[src/rtl/text_pkg.sv]
// Shared constants and state encoding for the text-mode display blocks.
package text_pkg;
  localparam int TEXT_ADDR_W = 10;
  localparam int TEXT_DATA_W = 8;
  localparam int TEXT_COLS = 32;
  localparam int TEXT_ROWS = 32;
  localparam logic [7:0] CHAR_SPACE = 8'h20;
  localparam logic [7:0] CHAR_ZERO = 8'h30;

  typedef enum logic {
    ST_IDLE,
    ST_CLEAR
  } state_t;
endpackage

[src/rtl/text_write_sched_if.sv]
// Writer-side and RAM-side signal bundle of the text RAM write scheduler.
interface text_write_sched_if #(
  parameter int N_REQ = 4,
  parameter int ADDR_W = 10,
  parameter int DATA_W = 8
);
  logic [N_REQ-1:0] i_req_valid;
  logic [N_REQ*ADDR_W-1:0] i_req_addr;
  logic [N_REQ*DATA_W-1:0] i_req_data;
  logic [N_REQ-1:0] o_req_ready;
  logic i_clear;
  logic o_clear_busy;
  logic o_we;
  logic [ADDR_W-1:0] o_address;
  logic [DATA_W-1:0] o_data;

  modport master (
    output i_req_valid, i_req_addr, i_req_data, i_clear,
    input o_req_ready, o_clear_busy, o_we, o_address, o_data
  );

  modport slave (
    input i_req_valid, i_req_addr, i_req_data, i_clear,
    output o_req_ready, o_clear_busy, o_we, o_address, o_data
  );
endinterface

[src/rtl/rr_arbiter.sv]
// Round-robin arbiter; the last winner drops to lowest priority.
module rr_arbiter #(
  parameter int N_REQ = 4
) (
  input  logic             clk,
  input  logic             rst,
  input  logic [N_REQ-1:0] req,
  input  logic             advance,
  input  logic             mask,
  output logic [N_REQ-1:0] grant
);
  localparam int PTR_W = $clog2(N_REQ);

  logic [PTR_W-1:0] ptr_q, ptr_d;
  logic [PTR_W-1:0] gidx;
  logic [PTR_W-1:0] cand;
  logic             found;

  always_comb begin
    int idx;
    idx = 0;
    cand = '0;
    gidx = ptr_q;
    found = 1'b0;
    grant = '0;
    for (int i = 0; i < N_REQ; i++) begin
      idx = (int'(ptr_q) + i) % N_REQ;
      cand = PTR_W'(idx);
      if (!found && req[cand]) begin
        found = 1'b1;
        gidx = cand;
      end
    end
    if (found && !mask) grant[gidx] = 1'b1;
  end

  always_comb begin
    ptr_d = ptr_q;
    if (advance && |grant) begin
      if (gidx == PTR_W'(N_REQ - 1)) ptr_d = '0;
      else ptr_d = gidx + 1'b1;
    end
  end

  always_ff @(posedge clk) begin
    if (rst) ptr_q <= '0;
    else ptr_q <= ptr_d;
  end
endmodule

[src/rtl/text_write_sched.sv]
// Shares the text RAM write port among N writers and runs screen clears.
module text_write_sched
  import text_pkg::*;
#(
  parameter int N_REQ = 4,
  parameter int ADDR_W = TEXT_ADDR_W,
  parameter int DATA_W = TEXT_DATA_W,
  parameter logic [DATA_W-1:0] CLEAR_CHAR = CHAR_SPACE,
  parameter int N_CELLS = 1024
) (
  input logic i_clk,
  input logic i_reset,
  text_write_sched_if.slave bus
);
  localparam int CNT_W = $clog2(N_CELLS) + 1;

  state_t state_q, state_d;
  logic [CNT_W-1:0] cnt_q, cnt_d;
  logic we_q, we_d;
  logic busy_q, busy_d;
  logic [ADDR_W-1:0] addr_q, addr_d;
  logic [DATA_W-1:0] data_q, data_d;

  logic [N_REQ-1:0] grant;
  logic mask;
  logic accept;
  logic [ADDR_W-1:0] sel_addr;
  logic [DATA_W-1:0] sel_data;

  assign mask = i_reset | bus.i_clear | (state_q == ST_CLEAR);
  assign accept = |grant;

  rr_arbiter #(.N_REQ(N_REQ)) u_arb (
    .clk    (i_clk),
    .rst    (i_reset),
    .req    (bus.i_req_valid),
    .advance(accept),
    .mask   (mask),
    .grant  (grant)
  );

  always_comb begin
    sel_addr = '0;
    sel_data = '0;
    for (int k = 0; k < N_REQ; k++) begin
      if (grant[k]) begin
        sel_addr = bus.i_req_addr[k*ADDR_W +: ADDR_W];
        sel_data = bus.i_req_data[k*DATA_W +: DATA_W];
      end
    end
  end

  // Outputs are registered one cycle ahead, so cnt_q runs one past the
  // address currently on the port; the sweep ends once it reaches N_CELLS.
  always_comb begin
    state_d = state_q;
    cnt_d = cnt_q;
    we_d = 1'b0;
    busy_d = busy_q;
    addr_d = addr_q;
    data_d = data_q;
    unique case (state_q)
      ST_IDLE: begin
        if (bus.i_clear) begin
          state_d = ST_CLEAR;
          busy_d = 1'b1;
          we_d = 1'b1;
          addr_d = '0;
          data_d = CLEAR_CHAR;
          cnt_d = CNT_W'(1);
        end else if (accept) begin
          we_d = 1'b1;
          addr_d = sel_addr;
          data_d = sel_data;
        end
      end
      ST_CLEAR: begin
        if (cnt_q == CNT_W'(N_CELLS)) begin
          state_d = ST_IDLE;
          busy_d = 1'b0;
          cnt_d = '0;
        end else begin
          we_d = 1'b1;
          addr_d = cnt_q[ADDR_W-1:0];
          data_d = CLEAR_CHAR;
          cnt_d = cnt_q + 1'b1;
        end
      end
      default: state_d = ST_IDLE;
    endcase
  end

  always_ff @(posedge i_clk) begin
    if (i_reset) begin
      state_q <= ST_IDLE;
      cnt_q <= '0;
      we_q <= 1'b0;
      busy_q <= 1'b0;
      addr_q <= '0;
      data_q <= '0;
    end else begin
      state_q <= state_d;
      cnt_q <= cnt_d;
      we_q <= we_d;
      busy_q <= busy_d;
      addr_q <= addr_d;
      data_q <= data_d;
    end
  end

  assign bus.o_req_ready = grant;
  assign bus.o_clear_busy = busy_q;
  assign bus.o_we = we_q;
  assign bus.o_address = addr_q;
  assign bus.o_data = data_q;
endmodule

[src/flat_wrapper.sv]
// flat-port wrapper written by rule: the top's interface ports become plain ports
module text_write_sched_flat import text_pkg::*;
#(
  parameter int N_REQ = 4,
  parameter int ADDR_W = TEXT_ADDR_W,
  parameter int DATA_W = TEXT_DATA_W,
  parameter logic [DATA_W-1:0] CLEAR_CHAR = CHAR_SPACE,
  parameter int N_CELLS = 1024
)
  (i_clk, i_reset, bus_i_req_valid, bus_i_req_addr, bus_i_req_data, bus_i_clear, bus_o_req_ready, bus_o_clear_busy, bus_o_we, bus_o_address, bus_o_data);
  text_write_sched_if #(.N_REQ(N_REQ), .ADDR_W(ADDR_W), .DATA_W(DATA_W)) bus_i ();
  input logic i_clk;
  input logic i_reset;
  input wire logic [$bits(bus_i.i_req_valid)-1:0] bus_i_req_valid;
  input wire logic [$bits(bus_i.i_req_addr)-1:0] bus_i_req_addr;
  input wire logic [$bits(bus_i.i_req_data)-1:0] bus_i_req_data;
  input wire logic [$bits(bus_i.i_clear)-1:0] bus_i_clear;
  output wire logic [$bits(bus_i.o_req_ready)-1:0] bus_o_req_ready;
  output wire logic [$bits(bus_i.o_clear_busy)-1:0] bus_o_clear_busy;
  output wire logic [$bits(bus_i.o_we)-1:0] bus_o_we;
  output wire logic [$bits(bus_i.o_address)-1:0] bus_o_address;
  output wire logic [$bits(bus_i.o_data)-1:0] bus_o_data;
  assign bus_i.i_req_valid = bus_i_req_valid;
  assign bus_i.i_req_addr = bus_i_req_addr;
  assign bus_i.i_req_data = bus_i_req_data;
  assign bus_i.i_clear = bus_i_clear;
  assign bus_o_req_ready = bus_i.o_req_ready;
  assign bus_o_clear_busy = bus_i.o_clear_busy;
  assign bus_o_we = bus_i.o_we;
  assign bus_o_address = bus_i.o_address;
  assign bus_o_data = bus_i.o_data;
  text_write_sched #(.N_REQ(N_REQ), .ADDR_W(ADDR_W), .DATA_W(DATA_W), .CLEAR_CHAR(CLEAR_CHAR), .N_CELLS(N_CELLS)) u_core (.i_clk(i_clk), .i_reset(i_reset), .bus(bus_i));
endmodule
[config.mk]
export PLATFORM = sky130hd
export DESIGN_NAME = text_write_sched_flat
export DESIGN_NICKNAME = d
export VERILOG_FILES = /design/src/rtl/text_pkg.sv /design/src/rtl/text_write_sched_if.sv /design/src/rtl/rr_arbiter.sv /design/src/rtl/text_write_sched.sv /design/src/flat_wrapper.sv
export SDC_FILE = /design/constraint.sdc
export NUM_CORES = 1
export LEC_CHECK = 0
export CAP_MARGIN = 20
export CORE_MARGIN = 8
export CORE_UTILIZATION = 33
export CTS_CLUSTER_DIAMETER = 30
export DETAILED_ROUTE_END_ITERATION = 8
export DONT_BUFFER_PORTS = 1
export GPL_ROUTABILITY_DRIVEN = 0
export HOLD_SLACK_MARGIN = 0.12
export MAX_ROUTING_LAYER = met4
export PLACE_DENSITY = 0.51
export SKIP_CTS_REPAIR_TIMING = 1
export SYNTH_ARGS = -nofsm -noshare
export SYNTH_HDL_FRONTEND = slang
export SYNTH_SLANG_ARGS = --single-unit
[constraint.sdc]
create_clock -name i_clk -period 2.45 [get_ports i_clk]
set_input_delay 0.3675 -clock i_clk [delete_from_list [all_inputs] [get_ports i_clk]]
set_output_delay 0.3675 -clock i_clk [all_outputs]
set_load 0.005 [all_outputs]
==> results.md, run 1 <==
* Routed wire length at 7.559 mm
* Register area share after synthesis at between 20% and 30%
* Post-synth top area share at 28.97%
* Area grow syn2layout at 11.18%
* Worst-Margin Slew at 0.5000 ns
* Fillers at approximately 760
* Post-DR wirelength/cell at 18.94 um
* Ys Warns at 0
* CP endpoint kind: output port
* Syn Std Cell Area at approximately 2300 sq um
* Core Rows at 30
* RSZ-0062 raised after global routing: false
* Multi-input logic area at 1534 sq um
* Initial core utilization at between 30% and 40%
* Initial antenna violation count at 0
* Endpoints failing hold at 0
* Achievable Freq at about 440 MHz
* Share of cells above drive strength 1 at 14.52%
* Clock skew at around 0.011 ns
* Mapped Nets at 393
* Final std cells w/o fill at 399
* Largest net degree at the start of global routing at 38
* Max IR drop VDD at 0.2160 mV
* Gr usage total at 15.33%
* Routed Antenna Nets at 0
* Crit Path Max Fanout at 11
* Global route overflow at 0
* Core region area at roughly 6800 sq um
* CTS max path bufs at 2
* Post-synth top area cell: dfxtp_1
* Avg Cell Area, Syn at 7.629 sq um
* Die Span X at 100.4 um
* Synth unique cells at 53
* 1st-iter DRT viols at ~140
* Worst EP arrival at 1.91 ns
* Die area at 10080 sq um
* Die Y at between 100 and 150 um
* Number of cells produced by synthesis at 308
* Total I/O pin count at 103
* CTS tree: yes
* Routed vias at 2305
* Worst-path clk slew at 0.08 ns
* Post-synth EDFFs at 0
* Placed instance count at 390
* Max-cap viol count at 0
* Reg2reg path depth at 9
* Final net count at 387
* Worst EP required at 2.08 ns
* CTS Sinks at 34
* Storage cell area at approximately 700 sq um
* Leak at 0.8896 nW
* Tmin final at 2.279 ns
* Drt first pass iters at 4
* CTS root buffer: clkbuf_8
* Crit Reg-Reg Startpoint: u_core.u_arb.ptr_q[1]
* Reg2reg end: u_core.bus.o_address[5]
* DRC viols at 0
* R2R setup slack at roughly 0.2 ns
* Fin crit share at 93.00%
* Antenna diode count at 0
* Slew headroom at about two thirds
* Ranking of synthesized cells by area: dfxtp_1, nand2_1, a21oi_1, o21ai_0, a31oi_1
* Pwr Density at about 620 nW/um^2
* Status: complete, no violations
* H-Tree Depth at 2
* Via density at about 5.8
* Worst Setup EP: bus_o_req_ready[3]
* Vias in the first global route at 2254
* Most common library cell in the layout ignoring fill and taps: nand2_1
* Clock Latency Late Sink at 0.29 ns
* Hpwl dp at 5.852 mm
* Main synth FF type: dfxtp_1
* Pins Over Slew Limit at 0
* Hold crit path type: input pin to register
* First-pass GRT wire length at roughly 12 mm
* FFs w/ async S/R, synth at 0%
* Overall power at 0.001630 W
* Hold path cells at 1
* Most frequent cells in the layout: nand2_1, dfxtp_1, a21oi_1
* Critical path type: register to output port
* CP Launch Type: register
* Num CTS Buffers at 5
* Setup Viol. Count Final at 0
* PortBufs at 0
* CP startpoint: u_core.u_arb.ptr_q[1]
* Post-synthesis register bit count at 34
## sequential cells by signal (all words and copies together) (netlist names)
signal / flops
u_core.cnt_q: 11
u_core.bus.o_we: 1
u_core.state_q: 1
u_core.bus.o_clear_busy: 1
u_core.bus.o_address: 10
u_core.bus.o_data: 8
u_core.u_arb.ptr_q: 2
## Yosys cell counts (10+ instances only)
master and n:
o2111ai_1 10, nand2_1 48, clkbuf_1 12, o21ai_0 21, nor2_1 19, dfxtp_1 34, a31oi_1 16, o211ai_1 12
inv_1 12, or3b_2 10, a21oi_1 25
## worst min path at each step
stage,from,endpoint,slack (ns)
after global placement,i_reset,u_core.cnt_q[0],0.44
after CTS,i_reset,u_core.bus.o_address[6],0.14
after floorplan,u_core.cnt_q[10],u_core.cnt_q[10],0.43
after detailed placement,i_reset,u_core.bus.o_address[6],0.44
final,i_reset,u_core.bus.o_address[2],0.15
after global routing,i_reset,u_core.bus.o_address[2],0.14
## through the flow
| stage | hold slack (ns) | area (sq um) | util, % | setup TNS [ns] | setup slack (ns) |
|---|---|---|---|---|---|
| 2_1_floorplan | 0.4330 | 2350 | - | 0 | 0.2004 |
| 3_3_place_gp | 0.4411 | 2429 | 35.55 | 0 | 0.1364 |
| 3_5_place_dp | 0.4444 | 2429 | 35.55 | 0 | 0.07759 |
| 4_1_cts | 0.1374 | 2571 | 37.64 | -0.1244 | -0.1244 |
| 5_1_grt | 0.1370 | 2613 | 38.24 | 0 | 0.01993 |
| 6_report | 0.1466 | 2613 | 38.24 | 0 | 0.1714 |
## cells by family (layout without fill, tap and decap cells)
family          after synthesis  in the layout  share of synthesized area [%]
xor+xnor                      2              2                         0.7456
simple gates                114            114                          26.57
buf+inv                      36             31                          6.869
fa+ha+maj                     6              6                          3.195
mux                           1              1                         0.4260
flops                        34             34                          28.97
compound gates              115            115                          33.23
## per-layer routing
| layer | GRT usage (%) | part of all wire, % |
|---|---|---|
| met5 | - | 0 |
| met4 | 3.721 | 0.98 |
| met3 | 2.907 | 4.3 |
| met2 | 24.72 | 48 |
| met1 | 19.20 | 47 |
## final cells by class
type / instances / area share [%]
clock buffers: 6 / 3.161
clock inverters: 2 / 2.299
inverters: 12 / 1.724
multi-input cells: 238 / 58.72
flip-flops and latches: 34 / 26.05
well taps: 96 / 4.598
repair buffers: 11 / 3.448
## critical path, stage by stage (launching register included)
cell     delay [ns]
dfxtp_1        0.35
a21oi_1        0.14
nor2_1         0.05
nor2_1         0.13
o22a_1         0.19
ha_2           0.27
nor2b_4        0.20
nand2_4        0.12
nor2_1         0.16
## report_power, final
part	switching, W	total [W]	internal (W)
registers	0.0000368	0.000620	0.000583
logic	0.000203	0.000352	0.000149
clock network	0.000223	0.000658	0.000434
(Power assumes the default switching activity.)
==> run 2: changes to the inputs <==
--- a/config.mk
+++ b/config.mk
@@ -5,16 +5,16 @@
 export SDC_FILE = /design/constraint.sdc
 export NUM_CORES = 1
 export LEC_CHECK = 0
+export BUFFER_PORTS_ARGS = -buffer_cell sky130_fd_sc_hd__buf_2
 export CAP_MARGIN = 20
 export CORE_MARGIN = 8
 export CORE_UTILIZATION = 33
 export CTS_CLUSTER_DIAMETER = 30
 export DETAILED_ROUTE_END_ITERATION = 8
-export DONT_BUFFER_PORTS = 1
 export GPL_ROUTABILITY_DRIVEN = 0
 export HOLD_SLACK_MARGIN = 0.12
 export MAX_ROUTING_LAYER = met4
-export PLACE_DENSITY = 0.51
+export PLACE_DENSITY = 0.63
 export SKIP_CTS_REPAIR_TIMING = 1
 export SYNTH_ARGS = -nofsm -noshare
 export SYNTH_HDL_FRONTEND = slang
==> constraint.sdc (replaced) <==
create_clock -name i_clk -period 2.3 [get_ports i_clk]
set_input_delay 0.345 -clock i_clk [delete_from_list [all_inputs] [get_ports i_clk]]
set_output_delay 0.345 -clock i_clk [all_outputs]
set_load 0.01 [all_outputs]
==> run 2 against run 1 <==
  * Non-clock buffer count increased by 112
  * Sequential power rose by 5.3%
  * First-iteration DRC count down 19%
  * Worst setup slack worse by 0.11 ns
  * Highest routed layer unchanged
==> results.md, run 2 (same netlist as run 1, synthesis figures left out) <==
* Final net count at 499
* Drt first pass iters at 4
* Share of cells above drive strength 1 at 39.28%
* Gr usage total at 16.79%
* Critical Path Slowest Stage Cell: dfxtp_2
* CP top delay family: buffers and inverters
* First-pass GRT wire length at about 13 mm
* Total I/O pin count at ~100
* Largest Register: u_core.cnt_q
* Setup WS post-layout at 0.06094 ns
* CTS tree: yes
* Grt met1 use at 20.15%
* Antenna diode count at 0
* Final std cells w/o fill at 511
* Crit Path Max Fanout at 15
* CP endpoint kind: output port
* Reg2reg path depth at 10
* Die area at 10080 sq um
* Clock Latency Late Sink at roughly 0.29 ns
* H-Tree Depth at 2
* Crit Reg-Reg Startpoint: u_core.u_arb.ptr_q[1]
* WP depth at 9
* CP Cell Sequence: nand2_1 -> a21oi_2 -> o221a_4 -> inv_2 -> ha_4 -> buf_8 -> buf_12 -> and2_1 -> buf_2
* Met3 Usage GRT at 3.322%
* Routed vias at 2689
* Status: complete, no violations
* Worst-path clk slew at around 0.070 ns
* Pins Over Slew Limit at 0
* CP max stage delay at 0.36 ns
* 1st-iter DRT viols at 113
* Most common library cell in the layout ignoring fill and taps: buf_2
* Largest net degree at the start of global routing at 38
* Die Y at 100.4 um
* Num CTS Buffers at 5
* Met2 Usage GRT at 27.95%
* Clock skew at 0.006516 ns
* PortBufs at 102
* Initial antenna violation count at 0
* Vias in the first global route at 2803
* Reg2reg end: u_core.bus.o_data[7]
* R2R setup slack at roughly 0.090 ns
* DRC viols at 0
* Worst EP required at about 2.0 ns
* Hold crit path type: input pin to register
* Core region area at 6832 sq um
* Hpwl dp at 6.551 mm
* Critical path type: register to output port
* CTS root buffer: clkbuf_8
* Worst-Margin Slew at 0.4909 ns
* Area grow syn2layout at 37.11%
* Max-cap viol count at 0
* Initial core utilization at roughly 34%
* Die Span X at 100.4 um
* Via density at between 5 and 6
* HP Start: bus_i_req_data[30]
* Global route overflow at 0
* RSZ-0062 raised after global routing: true
* Routed wire length at 8.329 mm
* Worst EP arrival at 1.89 ns
* Dpl ws at -0.1804 ns
* Placed instance count at around 500
* Number of flip-flops in the largest register at 11
* CP Launch Type: register
* CTS Sinks at 34
* Final core occ at 47.16%
* Max IR drop VDD at 0.2568 mV
* Slew headroom at 67.23%
* Post-DR wirelength/cell at 16.30 um
* Most frequent cells in the layout: buf_2, nand2_1, dfxtp_1
* Overall power at 0.001660 W
* Buf+Inv Stages, Crit Path at 4
* Setup TNS at 0 ns
* Layer with the highest usage: met2
* Hold Crit Endpoint: u_core.bus.o_data[6]
* Fin crit share at between 90% and 100%
* Hold path cells at 3
* Tmin final at 2.239 ns
* Setup Viol. Count Final at 0
* Pwr Density at 515.2 nW/um^2
* Routed Antenna Nets at 0
* Endpoints failing hold at 0
* Leak at 1.364 nW
* CTS max path bufs at 2
* Core Rows at 30
* Achievable Freq at 446.6 MHz
[run 2: worst min-delay path, cell delays in order]
cell       delay, ns
buf_2           0.07
a22oi_1         0.07
o2bb2ai_1       0.13
[run 2: layout make-up]
| class | instances | area (sq um) |
|---|---|---|
| Clock inverter | 2 | 12.51 |
| Fill cell | 707 | 3610 |
| Inverter | 12 | 45.04 |
| Tap cell | 96 | 120.1 |
| Multi-Input combinational cell | 238 | 1572 |
| Timing Repair Buffer | 123 | 704.4 |
| Clock buffer | 6 | 82.58 |
| Sequential cell | 34 | 685.7 |
[run 2: worst max-delay path by stage]
stage / from / end / slack (ns)
after floorplan: u_core.u_arb.ptr_q[1] / u_core.bus.o_data[3] / 0.05
after global placement: bus_i_req_valid[0] / u_core.bus.o_data[4] / -0.06
after detailed placement: bus_i_req_valid[0] / u_core.bus.o_data[4] / -0.18
after CTS: u_core.u_arb.ptr_q[1] / bus_o_req_ready[2] / -0.1
after global routing: u_core.u_arb.ptr_q[0] / bus_o_req_ready[1] / -0.02
final: u_core.u_arb.ptr_q[1] / bus_o_req_ready[2] / 0.06
[run 2: where the power goes]
part	total (W)	switching, W	internal, W
Combinational	0.000542	0.000288	0.000253
Clock	0.000464	0.000224	0.000241
Sequential	0.000653	0.0000319	0.000622
[run 2: metal layers]
| metal | wire length (um) | share of wire (%) |
|---|---|---|
| met1 | 3825 | 46 |
| met3 | 350 | 4.2 |
| met5 | 0 | 0 |
| met2 | 4034 | 48 |
| met4 | 119 | 1.4 |
[run 2: through the flow]
stage | hold slack, ns | instance area (sq um)
global route | 0.3914 | 3222
global placement | 0.4581 | 3027
floorplan | 0.4330 | 2350
finish | 0.3758 | 3222
detailed placement | 0.4525 | 3027
CTS | 0.3612 | 3122
==> run 3: changes to the inputs <==
--- a/config.mk
+++ b/config.mk
@@ -18,4 +18,5 @@
 export SKIP_CTS_REPAIR_TIMING = 1
 export SYNTH_ARGS = -nofsm -noshare
 export SYNTH_HDL_FRONTEND = slang
+export SYNTH_HIERARCHICAL = 1
 export SYNTH_SLANG_ARGS = --single-unit
==> run 3 against run 2 <==
  * The run now ends with negative setup slack left
  * Routed wire length down 0.17%
  * Cell count down 0.98%
  * First-iteration DRC count down 5.3%
  * Design area up 9.0%
  * Critical path type is now register to register
==> results.md, run 3 <==
* Status: complete, but fails checks
* Failing checks: negative setup slack
* Ranking of synthesized cells by area: dfxtp_1, nand2_1, o21ai_0, a221oi_1, a21oi_1
* Main synth FF type: dfxtp_1
* CP startpoint: u_core/u_arb/ptr_q[1]
* Largest Register: u_core/cnt_q
* CP endpoint kind: register
* Hold crit path type: input pin to register
* Routed wire length at 8.315 mm
* Final net count at 493
* Endpoints failing hold at 0
* Pwr Density at 472.1 nW/um^2
* Post-synthesis register bit count at 34
* Initial core utilization at 34.25%
* Crit Reg-Reg Startpoint: u_core/u_arb/ptr_q[1]
* Global route overflow at 0
* CP max stage delay at 0.39 ns
* Largest net degree at the start of global routing at 28
* Final instance area at around 3500 sq um
* Routed Antenna Nets at 0
* Worst-path clk slew at about 0.08 ns
* Post-synth EDFFs at 0
* Mapped Nets at 369
* Synth unique cells at between 60 and 70
* Share of cells above drive strength 1 at 48.90%
* DRC viols at 0
* Most common library cell in the layout ignoring fill and taps: buf_2
* Routed vias at 2675
* Clock skew at 0.005889 ns
* Ys Warns at 6
* Max-cap viol count at 0
* H-Tree Depth at 2
* Post-DR wirelength/cell at approximately 16 um
* Post-synth top area share at about 29%
* Core Rows at 30
* 1st-iter DRT viols at 107
* Die area at 10040 sq um
* Critical path type: register to register
* PortBufs at 102
* CTS tree: yes
* Dpl ws at -0.2619 ns
* Setup WS post-layout at -0.1000 ns
* Gr usage total at 15.98%
* Hpwl dp at ~6.2 mm
* CP Cell Sequence: a21oi_2 -> nor2_1 -> nor2_2 -> o22ai_2 -> ha_2 -> and2_4 -> nor2b_4 -> buf_12 -> a221o_1 -> a221oi_2 -> o2bb2ai_1
* Die Span X at ~100 um
* Final core occ at 51.41%
* Vias in the first global route at 2644
* Placed instance count at 492
* Hold path cells at 4
* Final std cells w/o fill at 506
* CP Launch Type: register
* Number of cells produced by synthesis at 284
* CTS Sinks at 34
* Fin crit share at 104.3%
* Post-placement cell area at 3134 sq um
* Total I/O pin count at 103
* Core region area at 6832 sq um
* Reg2reg end: u_core/bus.o_address[3]
* Leak at 1.504 nW
* Syn Std Cell Area at 2340 sq um
* Fillers at 676
* Die Y at 100.2 um
* Via density at 5.287
* WHS at 0.3663 ns
* Worst EP arrival at 2.57 ns
* RSZ-0062 raised after global routing: true
* Max IR drop VDD at 0.2047 mV
* CTS max path bufs at 2
* Number of flip-flops in the largest register at 11
* Reg2reg path depth at 11
* Worst-Margin Slew at 0.6026 ns
* Buf+Inv Stages, Crit Path at 1
* HP Start: bus_i_req_data[30]
* Drt first pass iters at 4
* Crit Path Max Fanout at 17
* Post-synth top area cell: dfxtp_1
* Achievable Freq at about 420 MHz
* Initial antenna violation count at 1
* Commonest cells in the netlist: dfxtp_1, nand2_1, nor2_1
* Num CTS Buffers at 5
* Avg Cell Area, Syn at 8.239 sq um
* Register area share after synthesis at 29.09%
* First-pass GRT wire length at 12.90 mm
* Critical Path Slowest Stage Cell: dfxtp_4
* Setup Viol. Count Final at 12
* Hold Crit Endpoint: u_core/bus.o_data[6]
* Worst EP required at 2.47 ns
* Clock Latency Late Sink at 0.29 ns
* Area grow syn2layout at 50.11%
* Most frequent cells in the layout: buf_2, nand2_1, dfxtp_1
* Slew headroom at between 50 and 60%
* Tmin final at 2.400 ns
* R2R setup slack at -0.10 ns
* Pins Over Slew Limit at 0
* FFs w/ async S/R, synth at 0%
* CP top delay family: compound AO/OA/AOI/OAI gates
* CTS root buffer: clkbuf_8
==> run 3: changes by cell type after synthesis, moves of 5 or more <==
cell,before,now
a221oi_1,0,10
o21bai_1,0,7
a31oi_1,16,2
o31ai_1,1,7
a22o_2,0,5
o2111ai_1,10,0
or3b_2,10,0
a21oi_1,25,16
a32o_2,0,6
o211ai_1,12,6
nand2_1,48,34
==> run 3: how the worst max path moves through the flow <==
stage	end	slack (ns)	cells after the start
5_1_grt	u_core/bus.o_address[8]	-0.16	11
3_3_place_gp	u_core/bus.o_address[3]	-0.16	12
6_report	u_core/bus.o_address[3]	-0.10	11
2_1_floorplan	u_core/bus.o_data[4]	-0.08	12
4_1_cts	u_core/bus.o_address[3]	-0.10	11
3_5_place_dp	u_core/bus.o_data[5]	-0.26	12
==> run 3: kinds of logic (layout without fill, tap and decap cells) <==
| family | Yosys count | after routing | synth area share, % |
|---|---|---|---|
| xor gates and xnor gates | 3 | 3 | 1.123 |
| muxes | 1 | 1 | 0.4278 |
| and+or+nand+nor | 99 | 99 | 23.80 |
| AOI/OAI and AO/OA | 109 | 109 | 35.08 |
| other | 0 | 1 | 0 |
| DFF | 34 | 34 | 29.09 |
| buffers and inverters | 32 | 157 | 7.272 |
| adders and majority gates | 6 | 6 | 3.208 |
==> run 3: final cells by class <==
cell class | instances | area, sq um | area share (%)
antenna | 1 | 2.502 | 0.07125
clock buffer | 5 | 68.82 | 1.959
clock inverter | 3 | 68.82 | 1.959
inverter | 12 | 50.05 | 1.425
multi-input combinational | 218 | 1675 | 47.70
sequential | 34 | 685.7 | 19.52
tap | 96 | 120.1 | 3.420
timing repair buffer | 137 | 840.8 | 23.94
==> run 3: through the flow <==
stage | total power (W) | setup TNS [ns]
final | 0.001658 | -0.3533
after global routing | 0.001722 | -2.692
after CTS | 0.001631 | -0.5234
after detailed placement | 0.0009509 | -3.050
after global placement | 0.0009468 | -2.116
after floorplan | 0.0007913 | -0.7217
==> run 3: power by group <==
| group | internal, W | switching (W) |
|---|---|---|
| registers | 0.000605 | 0.0000144 |
| logic | 0.000183 | 0.000181 |
| clock network | 0.000434 | 0.000241 |
| total | 0.00122 | 0.000436 |
==> run 3: routing by layer <==
metal  part of all wire [%]  wire length [um]  up-vias  global-route usage, %
met3                    6.8               569        7                  3.114
li1                       -                 -     1320                      -
met2                     49              4054       95                  26.05
met4                    1.2                97        0                  4.186
met5                      0                 0        -                      -
met1                     43              3594     1253                  19.66
==> run 3: worst register-to-register path: cells and delay by family, from the launching register on <==
kind / cells / cell delay [ns]
AO/OA/AOI/OAI: 5 / 1.03
AND/OR/NAND/NOR: 4 / 0.46
buffers and inverters: 1 / 0.15
adder cells (fa/ha/maj): 1 / 0.25
flip-flops: 1 / 0.39
